===== src/rtl/aclk_bcd_time_counter.sv =====
// ---------------------------------------------------------------------------
// aclk_bcd_time_counter
//
// Alarm-clock time-of-day counter. Time is stored as registered 24-hour BCD
// digits. The count advances on a one-cycle tick pulse, and a load port can
// overwrite it.
//
// Parameters
//   SEC_EN  : 1 = HH:MM:SS, tick is one second.
//             0 = HH:MM, tick is one minute and the seconds logic is removed.
//   HR12_EN : 1 = mode_12h selects a 12-hour hour display.
//             0 = mode_12h is ignored and the display is always 24-hour.
//
// Ports
//   clk                     : clock. All state changes on its rising edge.
//   reset                   : asynchronous reset, active low.
//   tick                    : one-cycle advance pulse.
//   load_new_c              : load request for the new_current_time_* digits.
//   mode_12h                : display-mode select. Affects the display only.
//   new_current_time_*      : BCD load value, always given in 24-hour form.
//   current_time_*          : BCD time. The hour is shown in 12h form when
//                             that mode is active.
//   pm                      : 1 while the 24-hour hour is 12..23.
//   day_rollover            : one-cycle pulse on the 23:59(:59) -> 00:00 wrap.
//   load_err                : one-cycle pulse when a load request is rejected.
// ---------------------------------------------------------------------------
module aclk_bcd_time_counter #(
    parameter int SEC_EN  = 1,
    parameter int HR12_EN = 1
) (
    input  logic       clk,
    input  logic       reset,
    input  logic       tick,
    input  logic       load_new_c,
    input  logic       mode_12h,
    input  logic [3:0] new_current_time_ms_hr,
    input  logic [3:0] new_current_time_ls_hr,
    input  logic [3:0] new_current_time_ms_min,
    input  logic [3:0] new_current_time_ls_min,
    input  logic [3:0] new_current_time_ms_sec,
    input  logic [3:0] new_current_time_ls_sec,
    output logic [3:0] current_time_ms_hr,
    output logic [3:0] current_time_ls_hr,
    output logic [3:0] current_time_ms_min,
    output logic [3:0] current_time_ls_min,
    output logic [3:0] current_time_ms_sec,
    output logic [3:0] current_time_ls_sec,
    output logic       pm,
    output logic       day_rollover,
    output logic       load_err
);

    localparam bit SEC_ON  = (SEC_EN  != 32'sd0);
    localparam bit HR12_ON = (HR12_EN != 32'sd0);

    // -----------------------------------------------------------------------
    // Helper functions
    // -----------------------------------------------------------------------

    // Range check of a load request. The seconds digits are checked only
    // when a seconds counter exists.
    function automatic logic load_is_valid(
        input logic [3:0] h1,
        input logic [3:0] h0,
        input logic [3:0] m1,
        input logic [3:0] m0,
        input logic [3:0] s1,
        input logic [3:0] s0,
        input logic       chk_sec
    );
        logic ok;
        ok = (h1 <= 4'd2) && (h0 <= 4'd9) && !((h1 == 4'd2) && (h0 > 4'd3)) &&
             (m1 <= 4'd5) && (m0 <= 4'd9);
        if (chk_sec) begin
            ok = ok && (s1 <= 4'd5) && (s0 <= 4'd9);
        end else begin
            ok = ok;
        end
        return ok;
    endfunction

    // Next hour in BCD. 23 wraps to 00 and ls 9 carries into ms.
    function automatic logic [7:0] hour_inc(input logic [7:0] h);
        logic [7:0] r;
        if (h == 8'h23) begin
            r = 8'h00;
        end else if (h[3:0] == 4'd9) begin
            r = {h[7:4] + 4'd1, 4'd0};
        end else begin
            r = {h[7:4], h[3:0] + 4'd1};
        end
        return r;
    endfunction

    // BCD ordering matches numeric ordering for valid digits, so a plain
    // magnitude compare against 0x12 gives the PM flag.
    function automatic logic hour_is_pm(input logic [7:0] h);
        return (h >= 8'h12);
    endfunction

    // Convert a 24-hour BCD hour to its 12-hour display form.
    function automatic logic [7:0] hour_to_12h(input logic [7:0] h);
        logic [7:0] r;
        case (h)
            8'h00:   r = 8'h12;
            8'h13:   r = 8'h01;
            8'h14:   r = 8'h02;
            8'h15:   r = 8'h03;
            8'h16:   r = 8'h04;
            8'h17:   r = 8'h05;
            8'h18:   r = 8'h06;
            8'h19:   r = 8'h07;
            8'h20:   r = 8'h08;
            8'h21:   r = 8'h09;
            8'h22:   r = 8'h10;
            8'h23:   r = 8'h11;
            default: r = h;
        endcase
        return r;
    endfunction

    // -----------------------------------------------------------------------
    // State and control
    // -----------------------------------------------------------------------
    logic [3:0] ms_hr_r, ls_hr_r, ms_min_r, ls_min_r;
    logic [3:0] ms_sec_r, ls_sec_r;
    logic [3:0] ms_hr_nxt_s, ls_hr_nxt_s, ms_min_nxt_s, ls_min_nxt_s;
    logic       pm_r, day_rollover_r, load_err_r;

    logic       load_ok_s;       // accepted load this cycle
    logic       load_bad_s;      // rejected load this cycle
    logic       adv_s;           // tick not shadowed by a load
    logic       sec_wrap_s;      // seconds at :59 (always 1 without seconds)
    logic       min_step_s;      // advance ls_min this cycle
    logic       hr_step_s;       // advance the hour this cycle
    logic       day_wrap_s;      // 23:59(:59) -> 00:00 this cycle
    logic [7:0] hr_disp_s;

    // Load qualification and carry chain. A load always wins over a tick.
    always_comb begin
        load_ok_s  = load_new_c && load_is_valid(
                         new_current_time_ms_hr, new_current_time_ls_hr,
                         new_current_time_ms_min, new_current_time_ls_min,
                         new_current_time_ms_sec, new_current_time_ls_sec,
                         SEC_ON);
        load_bad_s = load_new_c && !load_ok_s;
        adv_s      = tick && !load_new_c;
        min_step_s = adv_s && sec_wrap_s;
        hr_step_s  = min_step_s && (ms_min_r == 4'd5) && (ls_min_r == 4'd9);
        day_wrap_s = hr_step_s && (ms_hr_r == 4'd2) && (ls_hr_r == 4'd3);
    end

    // Next-state of hour and minute digits.
    always_comb begin
        ms_hr_nxt_s  = ms_hr_r;
        ls_hr_nxt_s  = ls_hr_r;
        ms_min_nxt_s = ms_min_r;
        ls_min_nxt_s = ls_min_r;
        if (load_ok_s) begin
            ms_hr_nxt_s  = new_current_time_ms_hr;
            ls_hr_nxt_s  = new_current_time_ls_hr;
            ms_min_nxt_s = new_current_time_ms_min;
            ls_min_nxt_s = new_current_time_ls_min;
        end else if (min_step_s) begin
            if (ls_min_r == 4'd9) begin
                ls_min_nxt_s = 4'd0;
                if (ms_min_r == 4'd5) begin
                    ms_min_nxt_s = 4'd0;
                    {ms_hr_nxt_s, ls_hr_nxt_s} = hour_inc({ms_hr_r, ls_hr_r});
                end else begin
                    ms_min_nxt_s = ms_min_r + 4'd1;
                end
            end else begin
                ls_min_nxt_s = ls_min_r + 4'd1;
            end
        end else begin
            ls_min_nxt_s = ls_min_r;
        end
    end

    // Hour/minute registers and the registered status flags.
    always_ff @(posedge clk or negedge reset) begin
        if (!reset) begin
            ms_hr_r        <= 4'd0;
            ls_hr_r        <= 4'd0;
            ms_min_r       <= 4'd0;
            ls_min_r       <= 4'd0;
            pm_r           <= 1'b0;
            day_rollover_r <= 1'b0;
            load_err_r     <= 1'b0;
        end else begin
            ms_hr_r        <= ms_hr_nxt_s;
            ls_hr_r        <= ls_hr_nxt_s;
            ms_min_r       <= ms_min_nxt_s;
            ls_min_r       <= ls_min_nxt_s;
            pm_r           <= hour_is_pm({ms_hr_nxt_s, ls_hr_nxt_s});
            day_rollover_r <= day_wrap_s;
            load_err_r     <= load_bad_s;
        end
    end

    // -----------------------------------------------------------------------
    // Seconds counter, present only when SEC_EN is set
    // -----------------------------------------------------------------------
    if (SEC_ON) begin : gen_sec
        logic [3:0] ms_sec_nxt_s, ls_sec_nxt_s;

        // Next-state of the seconds digits.
        always_comb begin
            ms_sec_nxt_s = ms_sec_r;
            ls_sec_nxt_s = ls_sec_r;
            if (load_ok_s) begin
                ms_sec_nxt_s = new_current_time_ms_sec;
                ls_sec_nxt_s = new_current_time_ls_sec;
            end else if (adv_s) begin
                if (ls_sec_r == 4'd9) begin
                    ls_sec_nxt_s = 4'd0;
                    ms_sec_nxt_s = (ms_sec_r == 4'd5) ? 4'd0 : ms_sec_r + 4'd1;
                end else begin
                    ls_sec_nxt_s = ls_sec_r + 4'd1;
                end
            end else begin
                ls_sec_nxt_s = ls_sec_r;
            end
        end

        // Seconds registers.
        always_ff @(posedge clk or negedge reset) begin
            if (!reset) begin
                ms_sec_r <= 4'd0;
                ls_sec_r <= 4'd0;
            end else begin
                ms_sec_r <= ms_sec_nxt_s;
                ls_sec_r <= ls_sec_nxt_s;
            end
        end

        assign sec_wrap_s = (ms_sec_r == 4'd5) && (ls_sec_r == 4'd9);
    end else begin : gen_no_sec
        logic unused_sec_s;

        // Each tick is a minute, so the minute digit steps on every tick.
        assign sec_wrap_s   = 1'b1;
        assign ms_sec_r     = 4'd0;
        assign ls_sec_r     = 4'd0;
        assign unused_sec_s = ^{new_current_time_ms_sec, new_current_time_ls_sec};
    end

    // -----------------------------------------------------------------------
    // Outputs
    // -----------------------------------------------------------------------

    // The hour display is combinational from the registered hour, so a mode
    // change shows up with no latency and never touches the count.
    always_comb begin
        if (HR12_ON && mode_12h) begin
            hr_disp_s = hour_to_12h({ms_hr_r, ls_hr_r});
        end else begin
            hr_disp_s = {ms_hr_r, ls_hr_r};
        end
    end

    assign current_time_ms_hr  = hr_disp_s[7:4];
    assign current_time_ls_hr  = hr_disp_s[3:0];
    assign current_time_ms_min = ms_min_r;
    assign current_time_ls_min = ls_min_r;
    assign current_time_ms_sec = ms_sec_r;
    assign current_time_ls_sec = ls_sec_r;
    assign pm                  = pm_r;
    assign day_rollover        = day_rollover_r;
    assign load_err            = load_err_r;

endmodule


===== config.mk =====
export PLATFORM = sky130hd
export DESIGN_NAME = aclk_bcd_time_counter
export DESIGN_NICKNAME = d
export VERILOG_FILES = /design/src/rtl/aclk_bcd_time_counter.sv
export SDC_FILE = /design/constraint.sdc
export NUM_CORES = 1
export LEC_CHECK = 0
export ABC_CLOCK_PERIOD_IN_PS = 2080
export CAP_MARGIN = 20
export CELL_PAD_IN_SITES_DETAIL_PLACEMENT = 1
export CELL_PAD_IN_SITES_GLOBAL_PLACEMENT = 1
export CORE_MARGIN = 3
export CORE_UTILIZATION = 31
export CTS_CLUSTER_DIAMETER = 150
export CTS_CLUSTER_SIZE = 12
export DETAILED_ROUTE_END_ITERATION = 10
export PLACE_DENSITY_LB_ADDON = 0.1
export SLEW_MARGIN = 5
export SYNTH_ARGS = -nofsm -noshare
export SYNTH_HDL_FRONTEND = slang
export SYNTH_SLANG_ARGS = --single-unit

===== constraint.sdc =====
create_clock -name clk -period 2.08 [get_ports clk]
set_input_delay 0.52 -clock clk [delete_from_list [all_inputs] [get_ports clk]]
set_output_delay 0.52 -clock clk [all_outputs]
set_load 0.02 [all_outputs]

==> results.yml, run 1 <==
timing:
  hold_viol_final: 0
  worst_pin_slew_ns: 0.404
  fmax_ghz: 0.382
  min_period_over_period_pct: 126
  grt_setup_unrepaired: "yes"
  setup_viol: 6
  finalWorstSetupSlack_ns: -0.536
  hold_ws_ns: 0.558
  max-slew-margin-rel_pct: 73.0
  drv_slew: 0
  min_period_ns: 2.62
  skew_ns: 0.00791
  finalSetupTns_ns: -2.41
worst_setup_path:
  critPathKind: "register to output port"
  worstSetupStartpointType: "register"
  crit_fanout: 4
  cp-endpoint: "current_time_ms_hr[0]"
  reg2reg_slack_ns: -0.13
  cp_cell_sequence: "nor4_4 -> nand3b_1 -> a21oi_2 -> o21ai_1 -> o21a_2 -> mux2_4 -> buf_6"
  worstSetupEndpointType: "output port"
  critPathMaxStageDelay_ns: 0.45
  regToRegStartpoint: "ms_hr_r[3]$_DFF_PN0_"
  r2r-end: "pm$_DFF_PN0_"
  worstPathArrival_ns: 2.10
  required_ns: 1.56
  critPathSlowestCell: "dfrtp_1"
  reg2regPathDepth: 8
  crit_start: "ms_hr_r[3]$_DFF_PN0_"
logic_synthesis:
  syn-num-nets: 258
  synth_mux_area_share_pct: 3.76
  netlist_area_um2: 1930
  synthMostInstantiatedCell: "dfrtp_1"
  syn-instance-count: 225
  synth_fa_ha_area_share_pct: 2.59
  async_flop_share_pct: 100
  netlist_top_cells_count: "dfrtp_1, o21ai_0, nand2_1"
  synth_xor_area_share_pct: 4.08
  synth.distinct_cells: 53
  yosys.area_share.simple_pct: 31.7
  synth_area_leaders: "dfrtp_1, o21ai_0, nand2_1"
  synth_top_family_by_area: "simple AND/OR/NAND/NOR gates"
  syn_avg_cell_area_um2: 8.58
  yosysWarnings: 0
  ys_seq_area_share_pct: 35.0
  synth_top_flop_cell: "dfrtp_1"
  synth_compound_area_share_pct: 18.4
  synth_top_cell_area_share_pct: 35.0
  synth_top_area_cell: "dfrtp_1"
  synth-edff-count: 0
  synth-seq-cells: 27
hold_path:
  min_path_type: "input port to register"
  min_path_cells: 3
final_layout:
  nFillCells: 711
  diodes: 0
  multi_input_area_um2: 1450
  drive_above_1_share_pct: 45.6
  fin_nets: 411
  seqCellArea_um2: 678
  areaGrowthSynthToFinish_pct: 88.7
drt:
  dr_total_vias: 2412
  routedWlPerCell_um: 19.3
  viasPerCell: 5.34
  drc: 0
  totalWireLength_mm: 8.71
  ant_nets: 0
  drtIter0Drc: 204
  firstDrtPassIters: 4
cts:
  cts_root_buf: "clkbuf_8"
  cts_max_path_buffers: 2
  clkLatencyLatePin_ns: 0.28
  cts_tree: "yes"
  cts_sinks: 27
  numCtsBuffers: 3
  cts_max_level: 1
  clk_pin_slew_ns: 0.11
place:
  place_congestion: 0.801
  hpwl_mm: 5.66
  io_buffers: 55
global_route:
  grt_pass1_wl_mm: 13.0
  grt.overflow.total: 0
  grt.total_usage_pct: 22.2
  grt_antenna_before_repair: 0
  grt_pass1_vias: 2609
  grt_max_degree: 28
pwr:
  vdd_drop_max_uv: 313
  power_density_nw_per_um2: 591
  power.leakage_nw: 1.59
floorplanning:
  rows: 28
  initial_core_util_pct: 32.2
  fp.dieArea_um2: 7210
  ioPinCount: 56
  die_y_um: 84.9
  die_w_um: 84.9
  core-area_um2: 5990
status:
  outcome: "finished, violations left"
  violations: "negative setup slack"
run:
  cap_violations: 0
## layout make-up
class,instances,share of cell area [%]
multi-input combinational,176,39.8
clock inverter,1,0.137
sequential,27,18.6
inverter,9,0.928
tap,75,2.58
clock buffer,3,1.13
timing repair buffer,161,36.8
## critical path, delay by kind of cell (launching register included)
family | cells | cell delay (ns)
DFF | 1 | 0.45
and+or+nand+nor | 2 | 0.47
buffers and inverters | 1 | 0.13
muxes | 1 | 0.31
AOI/OAI and AO/OA | 3 | 0.45
## metal layers
layer | vias to the layer above | GRT usage (%) | share of wire [%]
met5 | - | 0 | 0
met4 | 0 | 6.19 | 1.8
met3 | 19 | 2.33 | 3.8
met2 | 72 | 41.6 | 53
met1 | 1193 | 26.8 | 41
li1 | 1128 | - | -
## per-stage QoR
stage	setup slack, ns	cells	area [um2]	total power (W)	utilization (%)
2_1_floorplan	-0.110	225	1970	0.00113	-
3_3_place_gp	-0.658	421	3150	0.00164	52.6
3_5_place_dp	-0.724	421	3150	0.00167	52.6
4_1_cts	-0.475	444	3440	0.00206	57.4
5_1_grt	-0.643	452	3640	0.00227	60.8
6_report	-0.536	452	3640	0.00215	60.8
## where the power goes
part / total [W] / switching (W) / internal [W]
logic: 0.00115 / 0.000558 / 0.000593
clock network: 0.000316 / 0.000182 / 0.000135
registers: 0.000684 / 0.0000838 / 0.000600
total: 0.00215 / 0.000823 / 0.00133
## sequential cells by signal, summed over array words and instances (netlist names)
name / flops
day_rollover: 1
pm: 1
current_time_ls_min: 4
current_time_ms_min: 4
current_time_ls_sec: 4
load_err: 1
current_time_ms_sec: 4
ms_hr_r: 4
ls_hr_r: 4
## worst min path at each step
stage                                        from                            endpoint
4_1_cts                new_current_time_ls_min[2]  current_time_ls_min[2]$_DFFE_PN0P_
6_report               new_current_time_ls_min[2]  current_time_ls_min[2]$_DFFE_PN0P_
3_5_place_dp   current_time_ms_min[3]$_DFFE_PN0P_  current_time_ms_min[3]$_DFFE_PN0P_
2_1_floorplan                               reset  current_time_ls_min[0]$_DFFE_PN0P_
3_3_place_gp   current_time_ms_min[3]$_DFFE_PN0P_  current_time_ms_min[3]$_DFFE_PN0P_
5_1_grt                new_current_time_ls_min[2]  current_time_ls_min[2]$_DFFE_PN0P_
## layout by cell type (no fill, tap or decap), drive strengths merged, types with 5 or more instances in the layout
master / count
a21oi: 10
a31oi: 6
buf: 114
clkdlybuf4s15: 8
clkdlybuf4s50: 27
dfrtp: 27
dlygate4sd2: 10
inv: 9
mux2i: 5
nand2: 20
nand3: 10
nand4: 6
nor2: 20
nor3: 6
nor4: 7
o21ai: 22
xnor2: 7
## kinds of logic after synthesis
logic type	count (synthesis)
AND/OR/NAND/NOR	99
XOR/XNOR	9
flip-flops	27
AO/OA/AOI/OAI	57
buffers and inverters	22
multiplexers	7
adder cells (fa/ha/maj)	4
## repair_timing
action	in CTS	in global routing
setup endpoints to repair	28	26
pin swaps	27	18
resized for setup	98	34
hold buffers	0	0
setup buffers	19	12
(Power assumes the default switching activity.)
==> run 2: changes to the inputs <==
Settings changed: CELL_PAD_IN_SITES_DETAIL_PLACEMENT 1 to 2, CELL_PAD_IN_SITES_GLOBAL_PLACEMENT 1 to 2, CORE_UTILIZATION 31 to 25.
==> run 2 against run 1 <==
Compared with the run above:
- largest cell class unchanged
- non-clock buffer count rose by 4
- core utilization fell by 10 points
- first-iteration DRC count shrank 62%
- critical endpoint is now current_time_ls_hr[1]
- the flow still finishes with violations (negative setup slack)
- clock skew fell by 0.0049 ns
- hold slack improved by 0.050 ns
==> results.yml, run 2 (synthesis results as in run 1) <==
global_route:
  grt_pass1_vias: 2713
  grt_antenna_before_repair: 0
  grt_pass1_wl_mm: 14.2
  grt_max_degree: 28
  grt.total_usage_pct: 21.0
  grt.overflow.total: 0
final_layout:
  final_cells: 480
  final_cell_area_um2: 3720
  drive_above_1_share_pct: 47.2
  fin_nets: 415
  diodes: 0
  most-common-layout-cells: "buf_4, clkdlybuf4s50_1, dfrtp_1, nor2_1, nand2_1"
  areaGrowthSynthToFinish_pct: 92.5
  final_common_cell: "buf_4"
  nFillCells: 793
floorplanning:
  ioPinCount: 56
  die_w_um: 93.9
  core-area_um2: 7370
  initial_core_util_pct: 26.2
  fp.dieArea_um2: 8810
  die_y_um: 93.9
  rows: 31
cts:
  numCtsBuffers: 3
  hold_buffers: 0
  cts_root_buf: "clkbuf_8"
  cts_sinks: 27
  clk_pin_slew_ns: 0.10
  cts_max_level: 1
  clkLatencyLatePin_ns: 0.29
  cts_tree: "yes"
  cts_max_path_buffers: 2
worst_setup_path:
  crit_fanout: 4
  required_ns: 1.56
  critPathKind: "register to output port"
  crit_top_cell: "buf_4"
  worstSetupStartpointType: "register"
  reg2reg_slack_ns: -0.30
  critPathMaxStageDelay_ns: 0.47
  r2r-end: "pm$_DFF_PN0_"
  worstSetupEndpointType: "output port"
  regToRegStartpoint: "ls_hr_r[0]$_DFF_PN0_"
  cp_cell_sequence: "nor4_4 -> nand3b_1 -> a21oi_2 -> o21ai_2 -> o21a_1 -> buf_4 -> mux2i_2 -> buf_4"
  critPathSlowestCell: "dfrtp_2"
  reg2regPathDepth: 7
  worstPathArrival_ns: 2.17
  crit_start: "ls_hr_r[2]$_DFF_PN0_"
drt:
  totalWireLength_mm: 10.5
  ant_nets: 0
  dr_total_vias: 2478
  routedWlPerCell_um: 21.9
  drc: 0
  drtIter0Drc: 78
  firstDrtPassIters: 4
  viasPerCell: 5.16
hold_path:
  min_path_cells: 3
  min_path_type: "input port to register"
  whs_endpoint: "current_time_ls_min[2]$_DFFE_PN0P_"
  hold_path_startpoint: "new_current_time_ls_min[2]"
run:
  cap_violations: 0
place:
  hpwl_mm: 6.48
  place_congestion: 0.851
  io_buffers: 55
  placed_cell_area_um2: 3230
  dp_cells: 452
pwr:
  vdd_drop_max_uv: 303
  power_w: 0.00222
  power_density_nw_per_um2: 598
  power.leakage_nw: 1.67
timing:
  skew_ns: 0.00304
  finalWorstSetupSlack_ns: -0.610
  min_period_over_period_pct: 129
  max-slew-margin-rel_pct: 72.4
  hold_viol_final: 0
  grt_setup_unrepaired: "yes"
  setup_viol: 11
  fmax_ghz: 0.372
  min_period_ns: 2.69
  drv_slew: 0
  worst_pin_slew_ns: 0.414
status:
  violations: "negative setup slack"
  outcome: "finished, violations left"
## run 2: routing by layer
metal	global-route usage, %	vias up	part of all wire (%)
li1	-	1137	-
met1	23.3	1253	38
met2	40.3	57	55
met3	1.76	31	2.3
met4	8.78	0	4.9
met5	0	-	0
## run 2: stage by stage
stage | setup TNS, ns | setup slack (ns) | utilization, % | hold slack, ns
after floorplan | -0.295 | -0.110 | - | 0.224
after global placement | -12.95 | -0.678 | 43.9 | 0.588
after detailed placement | -13.28 | -0.785 | 43.9 | 0.600
after CTS | -2.47 | -0.578 | 46.5 | 0.617
after global routing | -4.25 | -0.699 | 50.4 | 0.614
final | -3.23 | -0.610 | 50.4 | 0.608
## run 2: power by group
| part | total, W | internal, W | switching [W] |
|---|---|---|---|
| clock network | 0.000336 | 0.000139 | 0.000197 |
| registers | 0.000683 | 0.000600 | 0.0000830 |
| logic | 0.00120 | 0.000607 | 0.000597 |
## run 2: cell type report
type                    instances  area (um2)  share of cell area, %
multi-input cells             176        1460                   39.3
inverters                       9        33.8                  0.909
repair buffers                165        1370                   36.9
flip-flops and latches         27         681                   18.3
well taps                      99         124                   3.33
clock buffers                   4        45.0                   1.21
## run 2: worst max-delay path by stage
| stage | end |
|---|---|
| floorplan | current_time_ms_hr[0] |
| global placement | current_time_ms_hr[0] |
| detailed placement | current_time_ls_hr[1] |
| CTS | current_time_ls_hr[1] |
| global route | current_time_ls_hr[1] |
| finish | current_time_ls_hr[1] |
## run 2: worst max-delay path, delay by kind of cell (launching register included)
family,cells,cell delay [ns]
DFF,1,0.47
and+or+nand+nor,2,0.46
AOI/OAI and AO/OA,3,0.45
buffers and inverters,2,0.32
muxes,1,0.17
## run 2: what timing repair did
item,CTS,global route
pin swaps,26,29
endpoints found under the setup margin,25,25
resized for setup,80,49
setup buffers,12,14
==> run 3: changes to the inputs <==
Settings changed: PLACE_DENSITY from default to 0.81, PLACE_DENSITY_LB_ADDON 0.1 to default, SKIP_LAST_GASP from default to 1.
==> run 3 against run 2 <==
Compared with the run above:
- the flow still finishes with violations (negative setup slack)
- first-iteration DRC count decreased by 3.8%
- global-route usage increased by 1.8 points
- sequential power increased by 3%
- total power increased by 0.86%
- clock power increased by 4%
- via count increased by 0.69%
- hold slack got worse by 0.0088 ns
- worst setup slack got worse by 0.056 ns
- sequential share of layout area increased by 0.12 points
- critical path depth unchanged
- wire length increased by 6.8%
==> results.yml, run 3 (synthesis results as in run 1) <==
worst_setup_path:
  worstSetupEndpointType: "output port"
  worstPathArrival_ns: 2.23
  worst-path-buf-inv: 2
  critPathKind: "register to output port"
  reg2regPathDepth: 7
  cp_cell_sequence: "nor4_4 -> nand3b_1 -> a21oi_2 -> o21ai_2 -> o21a_1 -> buf_4 -> mux2_4 -> buf_6"
  critPathMaxStageDelay_ns: 0.44
  worstSetupPathDepth: 8
  worstSetupStartpointType: "register"
  regToRegStartpoint: "ls_hr_r[0]$_DFF_PN0_"
  crit_fanout: 4
  cp_top_family: "simple AND/OR/NAND/NOR gates"
  critPathSlowestCell: "dfrtp_1"
  reg2reg_slack_ns: -0.22
  r2r-end: "pm$_DFF_PN0_"
  required_ns: 1.56
place:
  placed_cell_area_um2: 3220
  place_congestion: 0.800
  io_buffers: 55
  hpwl_mm: 6.93
  dp_cells: 448
cts:
  cts_tree: "yes"
  cts_max_level: 1
  clk_pin_slew_ns: 0.11
  hold_buffers: 0
  clkLatencyLatePin_ns: 0.29
  cts_max_path_buffers: 2
  cts_root_buf: "clkbuf_8"
  numCtsBuffers: 3
  cts_sinks: 27
final_layout:
  final_cell_area_um2: 3690
  drive_above_1_share_pct: 46.2
  nFillCells: 809
  diodes: 0
  most-common-layout-cells: "buf_4, clkdlybuf4s50_1, dfrtp_1, nand2_1, nor2_1"
  final_cells: 478
  fin_nets: 413
  areaGrowthSynthToFinish_pct: 91.3
  final_common_cell: "buf_4"
drt:
  dr_total_vias: 2495
  routedWlPerCell_um: 23.5
  viasPerCell: 5.22
  ant_nets: 0
  drc: 0
  firstDrtPassIters: 4
  totalWireLength_mm: 11.2
  drtIter0Drc: 75
timing:
  finalSetupTns_ns: -3.43
  fmax_ghz: 0.364
  min_period_over_period_pct: 132
  min_period_ns: 2.75
  finalWorstSetupSlack_ns: -0.665
  setup_viol: 18
  grt_setup_unrepaired: "yes"
  hold_viol_final: 0
  skew_ns: 0.00745
  drv_slew: 0
  max-slew-margin-rel_pct: 53.3
  worst_pin_slew_ns: 0.699
run:
  cap_violations: 0
floorplanning:
  fp.dieArea_um2: 8810
  ioPinCount: 56
  initial_core_util_pct: 26.2
  die_y_um: 93.9
  die_w_um: 93.9
  core-area_um2: 7370
  rows: 31
global_route:
  grt_max_degree: 28
  grt.total_usage_pct: 22.8
  grt.overflow.total: 0
  grt_pass1_vias: 2843
  grt_pass1_wl_mm: 15.6
  grt_antenna_before_repair: 0
pwr:
  p_int_w: 0.00134
  switching_power_w: 0.000908
  comb_power_share_pct: 53.2
  clock_power_share_pct: 15.5
  pwr-share-seq_pct: 31.2
  power.leakage_nw: 1.60
  vdd_drop_max_uv: 381
  power_density_nw_per_um2: 607
  switching_share_pct: 40.5
status:
  violations: "negative setup slack"
  outcome: "finished, violations left"
hold_path:
  min_path_type: "input port to async pin"
-- run 3: worst reg2reg max path: cells and delay by family (launching register included) --
family,cells,cell delay (ns)
AOI/OAI and AO/OA,3,0.73
buffers and inverters,1,0.18
and+or+nand+nor,3,0.81
DFF,1,0.47
-- run 3: power groups by stage --
stage               registers (W)  clock network (W)  logic [W]
global placement         0.000686                  0   0.000938
CTS                      0.000688           0.000349    0.00109
detailed placement       0.000693                  0   0.000987
global route             0.000712           0.000376    0.00127
floorplan                0.000768                  0   0.000366
finish                   0.000701           0.000348    0.00119
-- run 3: area by class of cell --
cell class / instances / area [um2] / area share [%]
timing repair buffer: 163 / 1400 / 38.0
clock buffer: 3 / 41.3 / 1.12
clock inverter: 1 / 8.76 / 0.237
tap: 99 / 124 / 3.35
multi-input combinational: 176 / 1400 / 38.0
inverter: 9 / 33.8 / 0.915
sequential: 27 / 681 / 18.4
-- run 3: repair_timing --
action / 4_1_cts / 5_1_grt
setup buffers: 16 / 10
endpoints found under the setup margin: 28 / 26
pin swaps: 25 / 11
cloned: 0 / 2
gates resized for setup: 91 / 42
-- run 3: how the worst max path moves through the flow --
stage,startpoint,endpoint,slack (ns)
3_3_place_gp,ms_hr_r[0]$_DFF_PN0_,current_time_ms_hr[0],-0.63
2_1_floorplan,ls_hr_r[2]$_DFF_PN0_,current_time_ms_hr[0],-0.11
4_1_cts,ls_hr_r[3]$_DFF_PN0_,current_time_ms_hr[0],-0.70
5_1_grt,ls_hr_r[2]$_DFF_PN0_,current_time_ms_hr[0],-0.77
3_5_place_dp,ms_hr_r[0]$_DFF_PN0_,current_time_ls_hr[1],-0.84
6_report,ls_hr_r[2]$_DFF_PN0_,current_time_ms_hr[0],-0.67
-- run 3: stage by stage --
stage / power [W] / worst slack, ns / utilization, % / hold WS [ns]
after floorplan: 0.00113 / -0.110 / - / 0.224
after global placement: 0.00162 / -0.631 / 43.6 / 0.573
after detailed placement: 0.00168 / -0.837 / 43.6 / 0.597
after CTS: 0.00213 / -0.695 / 47.1 / 0.617
after global routing: 0.00236 / -0.772 / 50.1 / 0.634
final: 0.00224 / -0.665 / 50.1 / 0.599
-- run 3: layer usage --
metal	global-route usage [%]	vias up	share of wire, %
met5	0	-	0
met1	25.5	1276	36
li1	-	1127	-
met4	6.02	0	3.3
met3	1.92	30	2.7
met2	45.2	62	57
